==> src/rtl/sr_lock_arbiter.sv <==
// ---------------------------------------------------------------------------
// sr_lock_arbiter
//   Round-robin arbiter that hands one exclusive lock to one of NREQ
//   requesters at a time. The busy flag has SR semantics: a grant sets it,
//   and a release or a hold timeout clears it. If both a grant and a clear
//   could apply, the clear wins. A hold-timeout watchdog takes the lock back
//   from an owner that keeps it too long. That owner is then masked from
//   arbitration until it drops its request.
//
// Ports
//   clk            in   rising-edge clock
//   rst_n          in   asynchronous active-low reset
//   i_req          in   [NREQ-1:0] level requests
//   i_rel          in   [NREQ-1:0] release strobes (only the owner's bit counts)
//   o_gnt          out  [NREQ-1:0] one-hot grant, all-zero when free
//   o_busy         out  lock-owned flag
//   o_owner        out  [OW-1:0] current / last owner index
//   o_timeout_evt  out  one-cycle pulse on a forced release
//   o_penalized    out  [NREQ-1:0] requesters masked after a timeout
// ---------------------------------------------------------------------------
module sr_lock_arbiter #(
  parameter int NREQ    = 4,
  parameter int OW      = 2,
  parameter int TIMEOUT = 16,
  parameter int CW      = 5
) (
  input  logic            clk,
  input  logic            rst_n,
  input  logic [NREQ-1:0] i_req,
  input  logic [NREQ-1:0] i_rel,
  output logic [NREQ-1:0] o_gnt,
  output logic            o_busy,
  output logic [OW-1:0]   o_owner,
  output logic            o_timeout_evt,
  output logic [NREQ-1:0] o_penalized
);

  typedef enum logic [0:0] {
    ST_IDLE  = 1'b0,
    ST_OWNED = 1'b1
  } state_t;

  state_t          r_state;
  state_t          w_state_nxt;
  logic [NREQ-1:0] r_gnt,  w_gnt_nxt;
  logic            r_busy, w_busy_nxt;
  logic [OW-1:0]   r_owner, w_owner_nxt;
  logic [OW-1:0]   r_rr_ptr, w_rr_ptr_nxt;
  logic [CW-1:0]   r_cnt,  w_cnt_nxt;
  logic            r_tevt, w_tevt_nxt;
  logic [NREQ-1:0] r_pen,  w_pen_nxt;

  logic [NREQ-1:0] w_elig;
  logic [OW:0]     w_pick;
  logic            w_found;
  logic [OW-1:0]   w_win;
  logic [NREQ-1:0] w_win_oh;
  logic            w_rel_hit;
  logic            w_hold_expired;
  logic [OW-1:0]   w_owner_inc;

  // Returns {found, index}. The index is the first set bit of elig, searching
  // upward from ptr and wrapping around.
  function automatic logic [OW:0] pick_winner(input logic [NREQ-1:0] elig,
                                              input logic [OW-1:0]   ptr);
    logic          found;
    logic [OW-1:0] idx;
    logic [OW-1:0] kk;
    int            k;
    found = 1'b0;
    idx   = '0;
    for (int i = 0; i < NREQ; i++) begin
      k = int'(ptr) + i;
      if (k >= NREQ) begin
        k = k - NREQ;
      end
      kk = OW'(k);
      if (!found && elig[kk]) begin
        found = 1'b1;
        idx   = kk;
      end
    end
    return {found, idx};
  endfunction

  assign w_elig   = i_req & ~r_pen;
  assign w_pick   = pick_winner(w_elig, r_rr_ptr);
  assign w_found  = w_pick[OW];
  assign w_win    = w_pick[OW-1:0];
  assign w_win_oh = NREQ'(1) << w_win;

  // While the lock is owned, r_gnt is one-hot on the owner. Masking i_rel
  // with it therefore keeps only the owner's release bit.
  assign w_rel_hit      = |(i_rel & r_gnt);
  assign w_hold_expired = (r_cnt == CW'(TIMEOUT - 1));
  assign w_owner_inc    = (r_owner == OW'(NREQ - 1)) ? OW'(0) : (r_owner + OW'(1));

  // Next-state and next-output decode for the IDLE/OWNED lock FSM.
  always_comb begin
    w_state_nxt  = r_state;
    w_gnt_nxt    = r_gnt;
    w_busy_nxt   = r_busy;
    w_owner_nxt  = r_owner;
    w_rr_ptr_nxt = r_rr_ptr;
    w_cnt_nxt    = r_cnt;
    w_tevt_nxt   = 1'b0;
    // A penalty clears at any edge where the requester is not requesting.
    w_pen_nxt    = r_pen & i_req;

    case (r_state)
      ST_IDLE: begin
        if (w_found) begin
          w_gnt_nxt   = w_win_oh;
          w_busy_nxt  = 1'b1;
          w_owner_nxt = w_win;
          w_cnt_nxt   = '0;
          w_state_nxt = ST_OWNED;
        end else begin
          w_state_nxt = ST_IDLE;
        end
      end
      ST_OWNED: begin
        w_cnt_nxt = r_cnt + CW'(1);
        if (w_rel_hit) begin
          // A voluntary release takes priority over a timeout on the same edge.
          w_gnt_nxt    = '0;
          w_busy_nxt   = 1'b0;
          w_rr_ptr_nxt = w_owner_inc;
          w_state_nxt  = ST_IDLE;
        end else if (w_hold_expired) begin
          w_gnt_nxt    = '0;
          w_busy_nxt   = 1'b0;
          w_rr_ptr_nxt = w_owner_inc;
          w_tevt_nxt   = 1'b1;
          w_pen_nxt    = w_pen_nxt | r_gnt;
          w_state_nxt  = ST_IDLE;
        end else begin
          w_state_nxt = ST_OWNED;
        end
      end
      default: begin
        w_gnt_nxt   = '0;
        w_busy_nxt  = 1'b0;
        w_cnt_nxt   = '0;
        w_state_nxt = ST_IDLE;
      end
    endcase
  end

  // FSM state register.
  always_ff @(posedge clk or negedge rst_n) begin
    if (!rst_n) begin
      r_state <= ST_IDLE;
    end else begin
      r_state <= w_state_nxt;
    end
  end

  // Registered outputs and arbitration bookkeeping.
  always_ff @(posedge clk or negedge rst_n) begin
    if (!rst_n) begin
      r_gnt    <= '0;
      r_busy   <= 1'b0;
      r_owner  <= '0;
      r_rr_ptr <= '0;
      r_cnt    <= '0;
      r_tevt   <= 1'b0;
      r_pen    <= '0;
    end else begin
      r_gnt    <= w_gnt_nxt;
      r_busy   <= w_busy_nxt;
      r_owner  <= w_owner_nxt;
      r_rr_ptr <= w_rr_ptr_nxt;
      r_cnt    <= w_cnt_nxt;
      r_tevt   <= w_tevt_nxt;
      r_pen    <= w_pen_nxt;
    end
  end

  assign o_gnt         = r_gnt;
  assign o_busy        = r_busy;
  assign o_owner       = r_owner;
  assign o_timeout_evt = r_tevt;
  assign o_penalized   = r_pen;

endmodule

==> config.mk <==
export PLATFORM = sky130hd
export DESIGN_NAME = sr_lock_arbiter
export DESIGN_NICKNAME = d
export VERILOG_FILES = /design/src/rtl/sr_lock_arbiter.sv
export SDC_FILE = /design/constraint.sdc
export NUM_CORES = 1
export LEC_CHECK = 0
export CAP_MARGIN = 10
export CORE_ASPECT_RATIO = 1.4
export CORE_MARGIN = 8
export CORE_UTILIZATION = 53
export DETAILED_ROUTE_END_ITERATION = 8
export PLACE_DENSITY_LB_ADDON = 0.05
export SLEW_MARGIN = 5
export SYNTH_ARGS = -nofsm -noshare
export SYNTH_HDL_FRONTEND = slang
export SYNTH_SLANG_ARGS = --single-unit
==> constraint.sdc <==
create_clock -name clk -period 5.2 [get_ports clk]
set_input_delay 1.04 -clock clk [delete_from_list [all_inputs] [get_ports clk]]
set_output_delay 1.04 -clock clk [all_outputs]
set_load 0.05 [all_outputs]
; ---- Word level (Yosys, flattened, before mapping)
; Cells that the tools add are included.
[totals]
input_bits = 10
regBits = 20
out_inout_bits = 12
word_cells = 90
[classes]
n_reduce_logical = 11
magnitude_cmp = 8
addsub = 9
shifts = 1
mux = 43
n_eq_ne = 4
bitwise = 6
[ops]
columns = op, count
row1 = 4-bit two-way mux, 6
row2 = 2-bit two-way mux, 11
row3 = 1-bit two-way mux, 17
row4 = 4-bit bitwise AND, 3
row5 = 2-bit by 3-bit < comparator with 1-bit output (second input constant), 4
row6 = 5-bit case mux with 2 select lines, 1
row7 = 3-bit >= comparator (second input constant), 3
row8 = 1-bit binary-select mux with 2-bit select, 4
row9 = 4-bit case mux with 2 select lines, 1
row10 = 2-bit by 1-bit subtractor with 2-bit output (second input constant), 4
row11 = 2-bit by 2-bit adder with 3-bit output (second input constant), 2
row12 = 2-bit AND reduction, 3
row13 = 5-bit by 1-bit adder with 5-bit output (second input constant), 1
row14 = 5-bit by 4-bit == test with 1-bit output (second input constant), 1
row15 = 5-bit two-way mux, 1
row16 = 4-bit NOT, 1
row17 = 4-bit OR, 1
row18 = 1-bit case mux with 2 select lines, 2
row19 = 4-bit OR reduction, 1
row20 = 1-bit by 2-bit left shift with 4-bit output (first input constant), 1
row21 = 2-bit by 1-bit adder with 3-bit output (second input constant), 1
row22 = 2-bit by 3-bit >= comparator with 1-bit output (second input constant), 1
row23 = 1-bit logical AND, 3
row24 = 1-bit logical NOT, 3
row25 = 6 further kinds, 6

; ---- Logic depth before layout (Yosys ltp)
[logic_depth]
depth_word = 17
mapped_depth = 6
depth_no_buf = 6

; ---- Least setup slack after synthesis
; Ideal clock, no wire load.
[synth_timing]
path_kind = input -> register
start = in i_rel[0]
end = reg r_rr_ptr[1]
n_path_buf = 0
required_time_ns = 5.072
path_stages = 3
t_arrival_ns = 1.938
path_slack_ns = 3.135
setup_time_ns = 0.128
cell_sequence = a22o_1 -> o31ai_4 -> mux2_1
[synth_between]
elab_chain_cells = 4
word_cells_on_any_way = 5
classes_between = mux (1) / bitwise (1) / reduce/logical (3)
[synth_lines]
columns = element, line
row1 = from (decl), 30  ; input logic [NREQ-1:0] i_rel,
row2 = 4-bit bitwise AND (*), 94  ; assign w_rel_hit = |(i_rel & r_gnt);
row3 = 4-bit OR reduction (*), 94
row4 = 2-bit nonzero test (no source line), --
row5 = 2-bit AND reduction (no source line), --
row6 = to (signal assigned), 173  ; r_rr_ptr <= w_rr_ptr_nxt;
row7 = to (decl), 48  ; logic [OW-1:0] r_rr_ptr, w_rr_ptr_nxt;
; Every way passes the cells marked *; elsewhere a longest branch is shown, timed or not.
; A chain may end at the register's enable or synchronous reset.

; ---- Worst setup path after layout
[layout_timing]
start = reg r_pen[2], in the netlist o_penalized[2]
end = out o_penalized[2]
[layout_lines]
columns = element, line
row1 = from (decl), 51  ; logic [NREQ-1:0] r_pen, w_pen_nxt;
row2 = from (signal assigned), 176  ; r_pen <= w_pen_nxt;
row3 = to (decl), 35  ; output logic [NREQ-1:0] o_penalized
; No word-level cell between the ends.

==> impl_metrics.py <==
metrics = {
    "global_routing": {
        "grt_pass1_wl_um": 3820,
        "overflow": 0,
        "antenna_found_initial": 0,
        "grt_pass1_vias": 806,
        "grt_util_all_layers_pct": 14.2,
        "grt_max_degree": 21,
    },
    "cells_and_area": {
        "final_common_cell": "clkdlybuf4s50_1",
        "final_cell_mix": "clkdlybuf4s50_1, dfrtp_1, a22o_1",
        "syn_to_final_growth_pct": 26.2,
        "drive_gt1_share_pct": 13.8,
        "layout.nets": 123,
        "stdcell_area_mm2": 0.00129,
        "num_antenna_cells": 0,
    },
    "worst_setup_path": {
        "required_ps": 4160,
        "slowest_delay_ps": 840,
        "arrival_ps": 1610,
        "path_cells": "clkdlybuf4s50_1",
        "start_kind": "flop",
        "slowest_stage": "clkdlybuf4s50_1",
        "path_class": "flop to primary output",
        "critical_path_peak_fanout": 4,
        "cp-end-kind": "primary output",
        "crit_family": "buffers and inverters",
        "cp_num_buf_inv": 1,
    },
    "detailed_routing": {
        "ant_nets": 0,
        "wl_per_cell_um": 18.2,
        "dr.pass1.iters": 4,
        "vias_per_cell": 6.01,
        "drt_iter0_markers": 11,
        "drc": 0,
        "finalWirelength_um": 2360,
        "vias": 781,
    },
    "timing": {
        "slew_headroom_pct": 38.4,
        "max_slew.worst_pin.slew_ps": 921,
        "slew_violations": 0,
        "rsz0062_at_grt": "no",
        "setup_tns_ps": 0,
        "finalClockSkew_ps": 8.15,
        "holdWs_ps": 513,
        "hold_violations": 0,
        "fmax_mhz": 377,
        "period_share_pct": 51.0,
        "period_minus_slack_ps": 2650,
        "setup_violations": 0,
    },
    "cts": {
        "clk_pin_slew_worst_paths_ps": 120,
        "clock-root-buffer": "clkbuf_4",
        "clkSinkCount": 20,
        "clockBufferDepth": 2,
        "cts_tree": "built",
        "cts_setup_buffers": 0,
        "ctsResizeCount": 0,
        "cts.htree.levels": 1,
        "ctsHoldBuffers": 0,
        "clk_latency_ps": 310,
        "cts_made_buffers": 3,
    },
    "yosys": {
        "synth.distinct_cells": 40,
        "ys.flop_type": "dfrtp_1",
        "synthArstFlopShare_pct": 100,
        "synth_edf_count": 0,
        "yosysTopAreaCell": "dfrtp_1",
        "yosys_warnings": 0,
        "ys_seq_area_share_pct": 48.9,
        "synth.cell_area_mm2": 0.00102,
        "synth-seq-cells": 20,
        "synth_nets": 98,
        "syn_inst": 85,
        "synth_area_leaders": "dfrtp_1, a22o_1, ha_1",
        "avgSynthCellArea_um2": 12.0,
        "synth_top_area_share_pct": 48.9,
    },
    "power_and_ir_drop": {
        "leakagePower_nw": 0.566,
        "ir_worst_vdd_v": 0.000304,
        "powerDensity_mw_per_mm2": 543,
    },
    "die": {
        "dieHeight_um": 68.0,
        "rows": 19,
        "core_area_mm2": 0.00190,
        "floorplan.initialDensity_pct": 53.8,
        "pin_count": 22,
        "die-area_mm2": 0.00361,
        "die_w_um": 53.1,
    },
    "place": {
        "portBuffers": 21,
        "place_area_mm2": 0.00125,
        "dp_hpwl_um": 1810,
        "place_congestion": 0.897,
    },
    "job": {
        "maxCapViolations": 0,
    },
    "status": {
        "outcome": "complete, no violations",
    },
    "worst_hold_path": {
        "hp-class": "flop to flop",
    },
}
==> path summary, 6_finish.rpt <==
path                                 from             end  slack [ps]  cells past startpoint
min reg2reg                      r_cnt[3]        r_cnt[3]         510                      1
max                        o_penalized[2]  o_penalized[2]        2550                      1
max in group asynchronous           rst_n        o_gnt[2]        3400                      1
min in group asynchronous           rst_n  o_penalized[2]        1230                      1
max reg2reg                      r_cnt[0]     r_rr_ptr[1]        3280                      5
min                              r_cnt[3]        r_cnt[3]         510                      1
==> cell usage after synthesis, drive strengths merged (2+ instances only) <==
library cell and number:
nor2b 4, o21ai 4, ha 3, a32o 2, dfrtp 20, o2bb2ai 2
nor2 2, inv 5, nand2b 2, nor4 2, o31ai 3, nand3 2
mux2 2, a22o 8, nand2 5
==> cell families (layout without fill, tap and decap cells) <==
family,count (synthesis),after routing,synth area share (%)
xor+xnor,1,1,0.856
simple gates,26,26,18.1
fa+ha+maj,3,3,3.67
compound gates,27,27,24.0
flops,20,20,48.9
mux,2,2,2.20
buf+inv,6,30,2.32
==> sequential cells by signal, indices dropped and copies added, names as in the netlist <==
register / flops
o_busy: 1
o_timeout_evt: 1
r_cnt: 5
r_rr_ptr: 2
o_owner: 2
r_state: 1
o_gnt: 4
o_penalized: 4
==> layout make-up <==
cell class	instances	area, µm²
Timing Repair Buffer	21	210
Tap cell	21	26.3
Sequential cell	20	500
Inverter	5	18.8
Fill cell	153	611
Multi-Input combinational cell	59	499
Clock buffer	4	36.3
==> report_power, final <==
part	internal [mW]	switching, mW
Sequential	0.209	0.0596
Clock	0.0428	0.0494
Combinational	0.140	0.201
==> metrics by stage <==
step | cells | util, % | setup slack, ps | power, mW
floorplan | 85 | - | 3130 | 0.505
global placement | 126 | 66.0 | 2570 | 0.607
detailed placement | 126 | 66.0 | 2560 | 0.616
CTS | 130 | 67.9 | 2540 | 0.707
global route | 130 | 67.9 | 2510 | 0.748
finish | 130 | 67.9 | 2550 | 0.701
==> layer usage <==
layer	global-route usage (%)	up-vias	part of all wire (%)
met5	0	-	0
met2	24.7	25	48
li1	-	373	-
met4	6.33	0	2.5
met3	4.13	7	8.1
met1	15.4	376	42
Power figures use the tool's default switching activity.
